### src/rtl/decode_hazard_ctrl_pkg.sv
`default_nettype none
// +----------------------------------------------------------------------------+
// | Module   : decode_hazard_ctrl_pkg                                          |
// | Purpose  : Shared encodings and constants for the decode hazard controller |
// | Revision : 1.0  initial release                                            |
// +----------------------------------------------------------------------------+
package decode_hazard_ctrl_pkg;

  typedef enum logic [0:0] {
    ST_RUN   = 1'b0,
    ST_FLUSH = 1'b1
  } state_t;

  localparam int          REG_IDX_W = 5;
  localparam int          MAP_W     = 32;
  localparam logic [4:0]  REG_X0    = 5'd0;
  localparam logic [6:0]  OPC_LOAD  = 7'b0000011;

  // Decode helper shared with the decode stage to derive i_long_lat.
  function automatic logic is_long_lat(input logic [6:0] opcode);
    return (opcode == OPC_LOAD);
  endfunction

endpackage : decode_hazard_ctrl_pkg
`default_nettype wire

### src/rtl/decode_hazard_ctrl_scoreboard.sv
`default_nettype none
// +----------------------------------------------------------------------------+
// | Module   : hazard_scoreboard                                               |
// | Purpose  : Busy bits for long-latency destinations, two hazard read ports  |
// | Revision : 1.0  initial release                                            |
// +----------------------------------------------------------------------------+
module hazard_scoreboard
  import decode_hazard_ctrl_pkg::*;
#(
  parameter int NUM_REGS  = 32,
  parameter int WB_BYPASS = 0
) (
  input  logic                 i_clk,
  input  logic                 i_rst,
  input  logic                 i_set_en,
  input  logic [4:0]           i_set_num,
  input  logic                 i_clr_en,
  input  logic [4:0]           i_clr_num,
  input  logic [4:0]           i_rs1_num,
  input  logic [4:0]           i_rs2_num,
  output logic                 o_rs1_busy,
  output logic                 o_rs2_busy,
  output logic [NUM_REGS-1:0]  o_busy_map
);

  localparam logic c_bypass = (WB_BYPASS != 0);

  logic [NUM_REGS-1:0] r_busy;
  logic [NUM_REGS-1:0] w_busy_next;
  logic [NUM_REGS-1:0] w_busy_rd;

  // Set is applied after clear so a same-cycle set of the same register wins.
  always_comb begin
    w_busy_next = r_busy;
    for (int r = 0; r < NUM_REGS; r++) begin
      if (i_clr_en && (i_clr_num == 5'(r))) begin
        w_busy_next[r] = 1'b0;
      end
      if (i_set_en && (i_set_num == 5'(r))) begin
        w_busy_next[r] = 1'b1;
      end
    end
    w_busy_next[REG_X0] = 1'b0;
  end

  always_ff @(posedge i_clk or negedge i_rst) begin
    if (!i_rst) begin
      r_busy <= '0;
    end else begin
      r_busy <= w_busy_next;
    end
  end

  always_comb begin
    w_busy_rd = '0;
    for (int r = 1; r < NUM_REGS; r++) begin
      w_busy_rd[r] = r_busy[r] & ~(c_bypass & i_clr_en & (i_clr_num == 5'(r)));
    end
  end

  always_comb begin
    o_rs1_busy = 1'b0;
    o_rs2_busy = 1'b0;
    for (int r = 1; r < NUM_REGS; r++) begin
      if (i_rs1_num == 5'(r)) begin
        o_rs1_busy = w_busy_rd[r];
      end
      if (i_rs2_num == 5'(r)) begin
        o_rs2_busy = w_busy_rd[r];
      end
    end
  end

  assign o_busy_map = r_busy;

endmodule : hazard_scoreboard
`default_nettype wire

### src/rtl/decode_hazard_ctrl.sv
`default_nettype none
// +----------------------------------------------------------------------------+
// | Module   : decode_hazard_ctrl                                              |
// | Purpose  : Decode-stage issue/stall/flush sequencing with stall watchdog   |
// | Revision : 1.0  initial release                                            |
// +----------------------------------------------------------------------------+
module decode_hazard_ctrl
  import decode_hazard_ctrl_pkg::*;
#(
  parameter int NUM_REGS     = 32,
  parameter int FLUSH_CYCLES = 1,
  parameter int TIMEOUT      = 64,
  parameter int WB_BYPASS    = 0
) (
  input  logic         i_clk,
  input  logic         i_rst,
  input  logic         i_dec_valid,
  input  logic [4:0]   i_rs1_num,
  input  logic [4:0]   i_rs2_num,
  input  logic         i_rs1_used,
  input  logic         i_rs2_used,
  input  logic [4:0]   i_rd_num,
  input  logic         i_long_lat,
  input  logic         i_b_taken,
  input  logic         i_wb_valid,
  input  logic [4:0]   i_wb_rd_num,
  output logic         o_issue,
  output logic         o_stall,
  output logic         o_bubble,
  output logic         o_flush,
  output logic [31:0]  o_busy_map,
  output logic         o_timeout
);

  localparam logic       c_has_flush_st = (FLUSH_CYCLES > 1);
  localparam logic [2:0] c_flush_load   = 3'(FLUSH_CYCLES - 1);
  localparam logic [7:0] c_timeout      = 8'(TIMEOUT);

  state_t              r_state;
  logic [2:0]          r_flush_cnt;
  logic [7:0]          r_stall_cnt;
  logic                r_timeout;

  logic                w_rs1_busy;
  logic                w_rs2_busy;
  logic                w_hz;
  logic                w_run;
  logic                w_issue;
  logic                w_stall;
  logic                w_set_en;
  logic [7:0]          w_stall_cnt_inc;
  logic [NUM_REGS-1:0] w_map;

  hazard_scoreboard #(
    .NUM_REGS  (NUM_REGS),
    .WB_BYPASS (WB_BYPASS)
  ) u_scoreboard (
    .i_clk      (i_clk),
    .i_rst      (i_rst),
    .i_set_en   (w_set_en),
    .i_set_num  (i_rd_num),
    .i_clr_en   (i_wb_valid),
    .i_clr_num  (i_wb_rd_num),
    .i_rs1_num  (i_rs1_num),
    .i_rs2_num  (i_rs2_num),
    .o_rs1_busy (w_rs1_busy),
    .o_rs2_busy (w_rs2_busy),
    .o_busy_map (w_map)
  );

  // Gating with i_rst keeps the outputs at their reset values while reset is low.
  assign w_hz     = i_dec_valid & ((i_rs1_used & w_rs1_busy) | (i_rs2_used & w_rs2_busy));
  assign w_run    = i_rst & (r_state == ST_RUN);
  assign w_issue  = w_run & i_dec_valid & ~w_hz;
  assign w_stall  = w_run & w_hz;
  assign w_set_en = w_issue & i_long_lat & (i_rd_num != REG_X0);

  assign o_issue   = w_issue;
  assign o_stall   = w_stall;
  assign o_bubble  = ~w_issue;
  assign o_flush   = (w_issue & i_b_taken) | (i_rst & (r_state == ST_FLUSH));
  assign o_timeout = r_timeout;

  always_ff @(posedge i_clk or negedge i_rst) begin
    if (!i_rst) begin
      r_state     <= ST_RUN;
      r_flush_cnt <= '0;
    end else begin
      case (r_state)
        ST_RUN: begin
          if (w_issue && i_b_taken && c_has_flush_st) begin
            r_state     <= ST_FLUSH;
            r_flush_cnt <= c_flush_load;
          end
        end
        ST_FLUSH: begin
          if (r_flush_cnt == 3'd0) begin
            r_state <= ST_RUN;
          end else begin
            r_flush_cnt <= r_flush_cnt - 3'd1;
          end
        end
        default: begin
          r_state     <= ST_RUN;
          r_flush_cnt <= '0;
        end
      endcase
    end
  end

  assign w_stall_cnt_inc = (r_stall_cnt == 8'hFF) ? 8'hFF : (r_stall_cnt + 8'd1);

  // Debug-only watchdog; it observes the stall but never feeds back into control.
  always_ff @(posedge i_clk or negedge i_rst) begin
    if (!i_rst) begin
      r_stall_cnt <= '0;
      r_timeout   <= 1'b0;
    end else if (w_stall) begin
      r_stall_cnt <= w_stall_cnt_inc;
      if (w_stall_cnt_inc >= c_timeout) begin
        r_timeout <= 1'b1;
      end
    end else begin
      r_stall_cnt <= '0;
    end
  end

  for (genvar i = 0; i < MAP_W; i++) begin : g_map
    if (i < NUM_REGS) begin : g_tracked
      assign o_busy_map[i] = w_map[i];
    end else begin : g_untracked
      assign o_busy_map[i] = 1'b0;
    end
  end

endmodule : decode_hazard_ctrl
`default_nettype wire

### config.mk
export PLATFORM = sky130hd
export DESIGN_NAME = decode_hazard_ctrl
export DESIGN_NICKNAME = d
export VERILOG_FILES = /design/src/rtl/decode_hazard_ctrl_pkg.sv /design/src/rtl/decode_hazard_ctrl_scoreboard.sv /design/src/rtl/decode_hazard_ctrl.sv
export SDC_FILE = /design/constraint.sdc
export NUM_CORES = 1
export LEC_CHECK = 0
export ABC_AREA = 1
export BUFFER_PORTS_ARGS = -buffer_cell sky130_fd_sc_hd__buf_2
export CAP_MARGIN = 20
export CORE_UTILIZATION = 57
export CTS_BUF_LIST = sky130_fd_sc_hd__clkbuf_8
export DETAILED_ROUTE_END_ITERATION = 8
export PLACE_DENSITY = 0.8
export SKIP_CTS_REPAIR_TIMING = 1
export SYNTH_ARGS = -nofsm -noshare
export SYNTH_HDL_FRONTEND = slang
export SYNTH_HIERARCHICAL = 1
export SYNTH_SLANG_ARGS = --single-unit
### constraint.sdc
create_clock -name i_clk -period 3.2 [get_ports i_clk]
set_clock_uncertainty 0.1 [all_clocks]
set_input_delay 0.48 -clock i_clk [delete_from_list [all_inputs] [get_ports i_clk]]
set_output_delay 0.48 -clock i_clk [all_outputs]
set_load 0.05 [all_outputs]
Word level (Yosys, flattened, before mapping)
Cells that the tools add are included.

cells by class
  add/subtract/negate cells = 2
  $lt $le $gt $ge = 1
  equal/unequal tests = 125
  muxes and demuxes = 128
  bitwise gates (word level) = 17
  reductions and logical operators = 97

operators by type and width
  kind                                                               number
  == test 5 bit, second input constant                               64
  == test 5 x 4 -> 1 bit, second input constant                      32
  two-way mux 1 bit                                                  126
  == test 5 x 3 -> 1 bit, second input constant                      16
  logical AND 1 bit                                                  62
  nonzero test 2 bit                                                 31
  == test 5 x 2 -> 1 bit, second input constant                      8
  == test 5 x 1 -> 1 bit, second input constant                      4
  two-way mux 8 bit                                                  2
  bitwise AND 1 bit                                                  11
  adder 8 x 1 -> 8 bit, second input constant                        1
  == test 8 bit, second input constant                               1
  greater-or-equal comparator 8 x 7 -> 1 bit, second input constant  1
  nonzero test 5 bit                                                 1
  NOT 1 bit                                                          4
  AND reduction 2 bit                                                2
  logical NOT 3 bit                                                  1
  subtractor 3 x 1 -> 3 bit, second input constant                   1
  OR 1 bit                                                           2

storage, ports and cells
  register bits = 44
  logic and storage cells = 405

Depth between registers and ports, before layout
  depth after elaboration = 41
  depth in mapped cells = 32
  gate-level depth less buffers = 30

Modules after synthesis
Netlist, hierarchy kept.

by module, submodules not included
  module              instances  cells an instance  area each (um2)
  hazard_scoreboard   1          380                2373.5
  decode_hazard_ctrl  1          87                 689.4

Least setup slack after synthesis
OpenSTA, ideal clock, no wires.

  path kind = input to register
  start point = in i_rs2_num[1]
  end point = reg u_scoreboard.r_busy[4], in the netlist u_scoreboard/o_busy_map[4]
  library setup time = 0.067 ns
  arrival time = 3.863 ns
  required time = 3.033 ns
  setup slack = -0.830 ns
  stages = 30
  buffers on the path = 2
  cells stage by stage = buf_4 inv_2 nand2_1 nor2_1 nand2_1 or2_0 nand2_1 nand3_1 nand2_1 nand3_1 nand2_1 nand4_1 nand2_1 nand4_1 nand2_1 nand4_1 nand2_1 nand3_1 nand2_1 nand2_1 nand2_1 nand3_1 inv_1 nand2_1 a21oi_1 inv_1 nor2_1 clkbuf_1 nand2_1 nand2_1

between the ends
  cells in the longest elaborated chain, start to end = 41

ends and longest elaborated chain
  what                                                            RTL line                             source
  start, declared                                                 decode_hazard_ctrl.sv:19             input logic [4:0] i_rs2_num,
  == test 5 x 1 -> 1 bit                                          decode_hazard_ctrl_scoreboard.sv:68  if (i_rs2_num == 5'(r)) begin
  two-way mux 1 bit (30 in a row)                                 decode_hazard_ctrl_scoreboard.sv:68
  two-way mux 1 bit (*)                                           decode_hazard_ctrl_scoreboard.sv:68
  named net w_rs2_busy                                            decode_hazard_ctrl.sv:45             logic w_rs2_busy;
  bitwise AND 1 bit (*)                                           decode_hazard_ctrl.sv:72             assign w_hz = i_dec_valid & ((i_rs1_used & w_rs1_busy) | (i_rs2_used & w_rs2_busy));
  OR 1 bit (*)                                                    decode_hazard_ctrl.sv:72
  bitwise AND 1 bit (*)                                           decode_hazard_ctrl.sv:72
  NOT 1 bit (*)                                                   decode_hazard_ctrl.sv:74             assign w_issue = w_run & i_dec_valid & ~w_hz;
  bitwise AND 1 bit (*)                                           decode_hazard_ctrl.sv:74
  named net o_issue                                               decode_hazard_ctrl.sv:27             output logic o_issue,
  bitwise AND 1 bit (*) (2 in a row)                              decode_hazard_ctrl.sv:76             assign w_set_en = w_issue & i_long_lat & (i_rd_num != REG_X0);
  named net w_set_en                                              decode_hazard_ctrl.sv:50             logic w_set_en;
  logical AND 1 bit (*)                                           decode_hazard_ctrl_scoreboard.sv:39  if (i_set_en && (i_set_num == 5'(r))) begin
  two-way mux 1 bit / nonzero test 2 bit (equally long branches)  --
  end signal, assigned                                            decode_hazard_ctrl_scoreboard.sv:50  r_busy <= w_busy_next;
  end, declared                                                   decode_hazard_ctrl_scoreboard.sv:28  logic [NUM_REGS-1:0] r_busy;

The timed path passes the listed nets; every way through them passes the cells marked *.
A chain may end at the register's enable or synchronous reset.

Final worst setup path
  start point = in i_rs2_num[2]
  end point = out o_flush

between the ends
  cells in the longest elaborated chain, start to end = 39

ends and longest elaborated chain
  what                             RTL line                             source
  == test 5 x 1 -> 1 bit           decode_hazard_ctrl_scoreboard.sv:68
  two-way mux 1 bit (30 in a row)  decode_hazard_ctrl_scoreboard.sv:68
  two-way mux 1 bit (*)            decode_hazard_ctrl_scoreboard.sv:68
  named net w_rs2_busy             decode_hazard_ctrl.sv:45
  bitwise AND 1 bit (*)            decode_hazard_ctrl.sv:72
  OR 1 bit (*)                     decode_hazard_ctrl.sv:72
  bitwise AND 1 bit (*)            decode_hazard_ctrl.sv:72
  NOT 1 bit (*)                    decode_hazard_ctrl.sv:74
  bitwise AND 1 bit (*)            decode_hazard_ctrl.sv:74
  bitwise AND 1 bit (*)            decode_hazard_ctrl.sv:81             assign o_flush = (w_issue & i_b_taken) | (i_rst & (r_state == ST_FLUSH));
  OR 1 bit (*)                     decode_hazard_ctrl.sv:81
  end, declared                    decode_hazard_ctrl.sv:30             output logic o_flush,

Marks and branches as above.

==> summary.txt <==
Outcome
  • Status: finished with violations
  • Failing checks: setup timing

Layout
  • Post-layout util: 78.80%
  • ANT cells: 0
  • Share of cells above drive strength 1: 29.24%
  • Nets@finish: 608
  • Synth-to-layout area growth: 32.23%

Worst hold path
  • Class of the worst hold path: primary input to async pin

Synthesis
  • Area of the mapped netlist: 3063 um2
  • Post-synth net total: 498
  • Yosys cell types: 39
  • Top post-synthesis cells by area: dfrtp_1, nand2_1, nand4_1
  • Avg Inst Size Synth: 6.559 um2
  • Synth warn: 6
  • Top-area cell type share of the netlist area: 35.95%
  • Post-synth EDFFs: 0
  • Register area share after synthesis: 35.95%
  • Syn Inst Count: 467
  • Ys async rst share: 100.0%
  • Top FF cell, synth: dfrtp_1
  • Yosys top cell by area: dfrtp_1
  • FF+latch count, synth: 44

Floorplanning
  • Number of I/O pins: 65
  • Initial core utilization: 59.59%
  • Core Area: 5140 um2
  • Die Wd: 75.31 um
  • Die area: 5671 um2
  • Die H: 75.31 um
  • Row cnt: 26

Worst setup path
  • Critical Path Sink Type: output port
  • CP startpoint kind: primary input
  • Slowest stage cell on the critical path: or2_0
  • Setup CP Type: primary input to output port
  • Largest stage delay on the critical path: 0.20 ns
  • WP data arrival: 2.88 ns
  • Critical Path Most Common Cell: nand2_1
  • Critical path data required time: 2.62 ns
  • R2R Setup Slk: -0.02 ns
  • Crit path max fanout: 3

STA
  • RSZ-0062 raised after global routing: yes
  • Fin. max-slew vios: 0
  • Final Critical Period: 3.464 ns
  • Worst-Margin Slew: 0.5447 ns
  • Tcrit/Tclk final: 108.3%
  • Slew HR: 63.68%
  • Final setup violation count: 19
  • Final worst slack: -0.2640 ns
  • WHS: 0.1657 ns
  • Max Fclk: 288.7 MHz
  • Final number of hold-violating endpoints: 0

Detailed routing
  • Routed WL per cell: 17.05 um
  • DRT Wirelength: 11,050 um
  • Post-DR vias/cell: 5.983
  • Drt pass-1 iters: 7
  • Routed Antenna Nets: 0
  • Total number of vias: 3,877
  • DRC violations left: 0
  • DR iter-0 viols: 510

Global route
  • Pin count of the biggest net entering global routing: 46
  • Total GRT Usage: 36.11%
  • First-pass GRT wire length: 15,080 um
  • Vias in the first global route: 3,225
  • Initial antenna violation count: 0
  • GRT Residual Overflow: 0

Clock tree
  • Clock buffer depth: 2
  • TritonCTS Buffers: 5
  • Clk pin slew, worst setup/hold paths: 0.08 ns
  • H-Tree Depth: 2
  • Clock sink count: 44
  • Root buf cell: clkbuf_8
  • TritonCTS clock tree: done
  • Clk Latency, worst-skew pair: 0.30 ns

Power and ir drop
  • Power per cell area: 382.3 nW/um2
  • LEAKAGE: 2.167 nW
  • Maximum VDD drop: 355.0 uV

Place
  • PortBufs: 63
  • DP HPWL: 7854 um
  • Gpl congestion: 1.028

Job
  • MaxCap Viol Count: 0
[path summary, 6_finish.rpt]
| path | depth (start not counted) | to | from |
|---|---|---|---|
| max | 26 | o_flush | i_rs2_num[2] |
| min | 2 | u_scoreboard/o_busy_map[14] | i_rst |
| max reg2reg | 31 | u_scoreboard/o_busy_map[12] | u_scoreboard/o_busy_map[1] |
| min reg2reg | 1 | r_stall_cnt[0] | r_stall_cnt[0] |
| max in group asynchronous | 2 | u_scoreboard/o_busy_map[1] | i_rst |
| min in group i_clk | 1 | r_stall_cnt[0] | r_stall_cnt[0] |
[metrics by stage]
step	cells	worst slack [ns]	setup TNS, ns	cell area [um2]	total power [W]
2_1_floorplan	467	-0.06977	-0.7349	3151	0.0009580
3_3_place_gp	634	-0.2268	-4.156	3807	0.001139
3_5_place_dp	634	-0.2700	-5.668	3807	0.001148
4_1_cts	642	-0.2740	-0.5382	3901	0.001505
5_1_grt	648	-0.4144	-5.989	4050	0.001606
6_report	648	-0.2640	-1.726	4050	0.001548
[report_power, final]
part	total, W	switching, W	internal (W)
Combinational	0.000509	0.000369	0.000140
Sequential	0.000671	0.0000712	0.000600
Clock	0.000368	0.000195	0.000172
Total	0.00155	0.000636	0.000912
[flip-flops by register name (all words and copies together) (netlist names)]
register                 count
o_timeout                    1
r_state                      1
u_scoreboard/o_busy_map     31
r_stall_cnt                  8
r_flush_cnt                  3
[synthesized netlist by cell type, drive strengths merged (2+ instances only)]
master,count
a31oi,3
nand4,32
nor2,63
nor3,5
xor2,2
a21oi,5
nand3,22
o2111ai,3
nand2,157
nand3b,2
o211ai,2
clkbuf,6
ha,3
or2,5
inv,60
dfrtp,44
buf,5
o21ai,36
[cells in the final DEF (no fill, tap or decap), types with 4 or more instances in the layout]
| cell | n |
|---|---|
| nor2_2 | 4 |
| nand3_1 | 19 |
| nand2_2 | 10 |
| nor2_1 | 52 |
| nor3_1 | 4 |
| buf_2 | 59 |
| inv_1 | 49 |
| buf_4 | 47 |
| or2_2 | 4 |
| nor2_4 | 6 |
| dfrtp_1 | 43 |
| inv_2 | 9 |
| nand2_1 | 144 |
| buf_6 | 4 |
| clkbuf_8 | 6 |
| a21oi_1 | 4 |
| o21ai_0 | 34 |
| nand4_1 | 32 |
[area by class of cell]
type                    count  area, um2
flip-flops and latches     44       1102
clock buffers               6      82.58
repair inverters            1      8.758
well taps                  70      87.58
repair buffers            113      730.7
inverters                  60      241.5
clock inverters             2      11.26
multi-input cells         352       1785
fillers                   375       1090
[cells by family after synthesis]
kind of cell             after synthesis  share of synthesized area (%)
AO/OA/AOI/OAI                         55                          10.29
XOR/XNOR                               3                         0.8580
adder cells (fa/ha/maj)                3                          1.226
buffers and inverters                 71                          9.109
flip-flops                            44                          35.95
other                                  1                         0.1224
AND/OR/NAND/NOR                      290                          42.44
[routing by layer]
| metal | up-vias | track usage [%] | routed length [um] |
|---|---|---|---|
| met5 | - | 0 | 0 |
| met4 | 0 | 15.23 | 483 |
| met3 | 76 | 5.820 | 1022 |
| met2 | 290 | 59.13 | 5307 |
| met1 | 1772 | 47.86 | 4236 |
| li1 | 1739 | - | - |
[worst max-delay path, delay by kind of cell]
kind          cells  cell delay [ns]
buf+inv           4             0.49
simple gates     22             1.90
(Power assumes the default switching activity.)
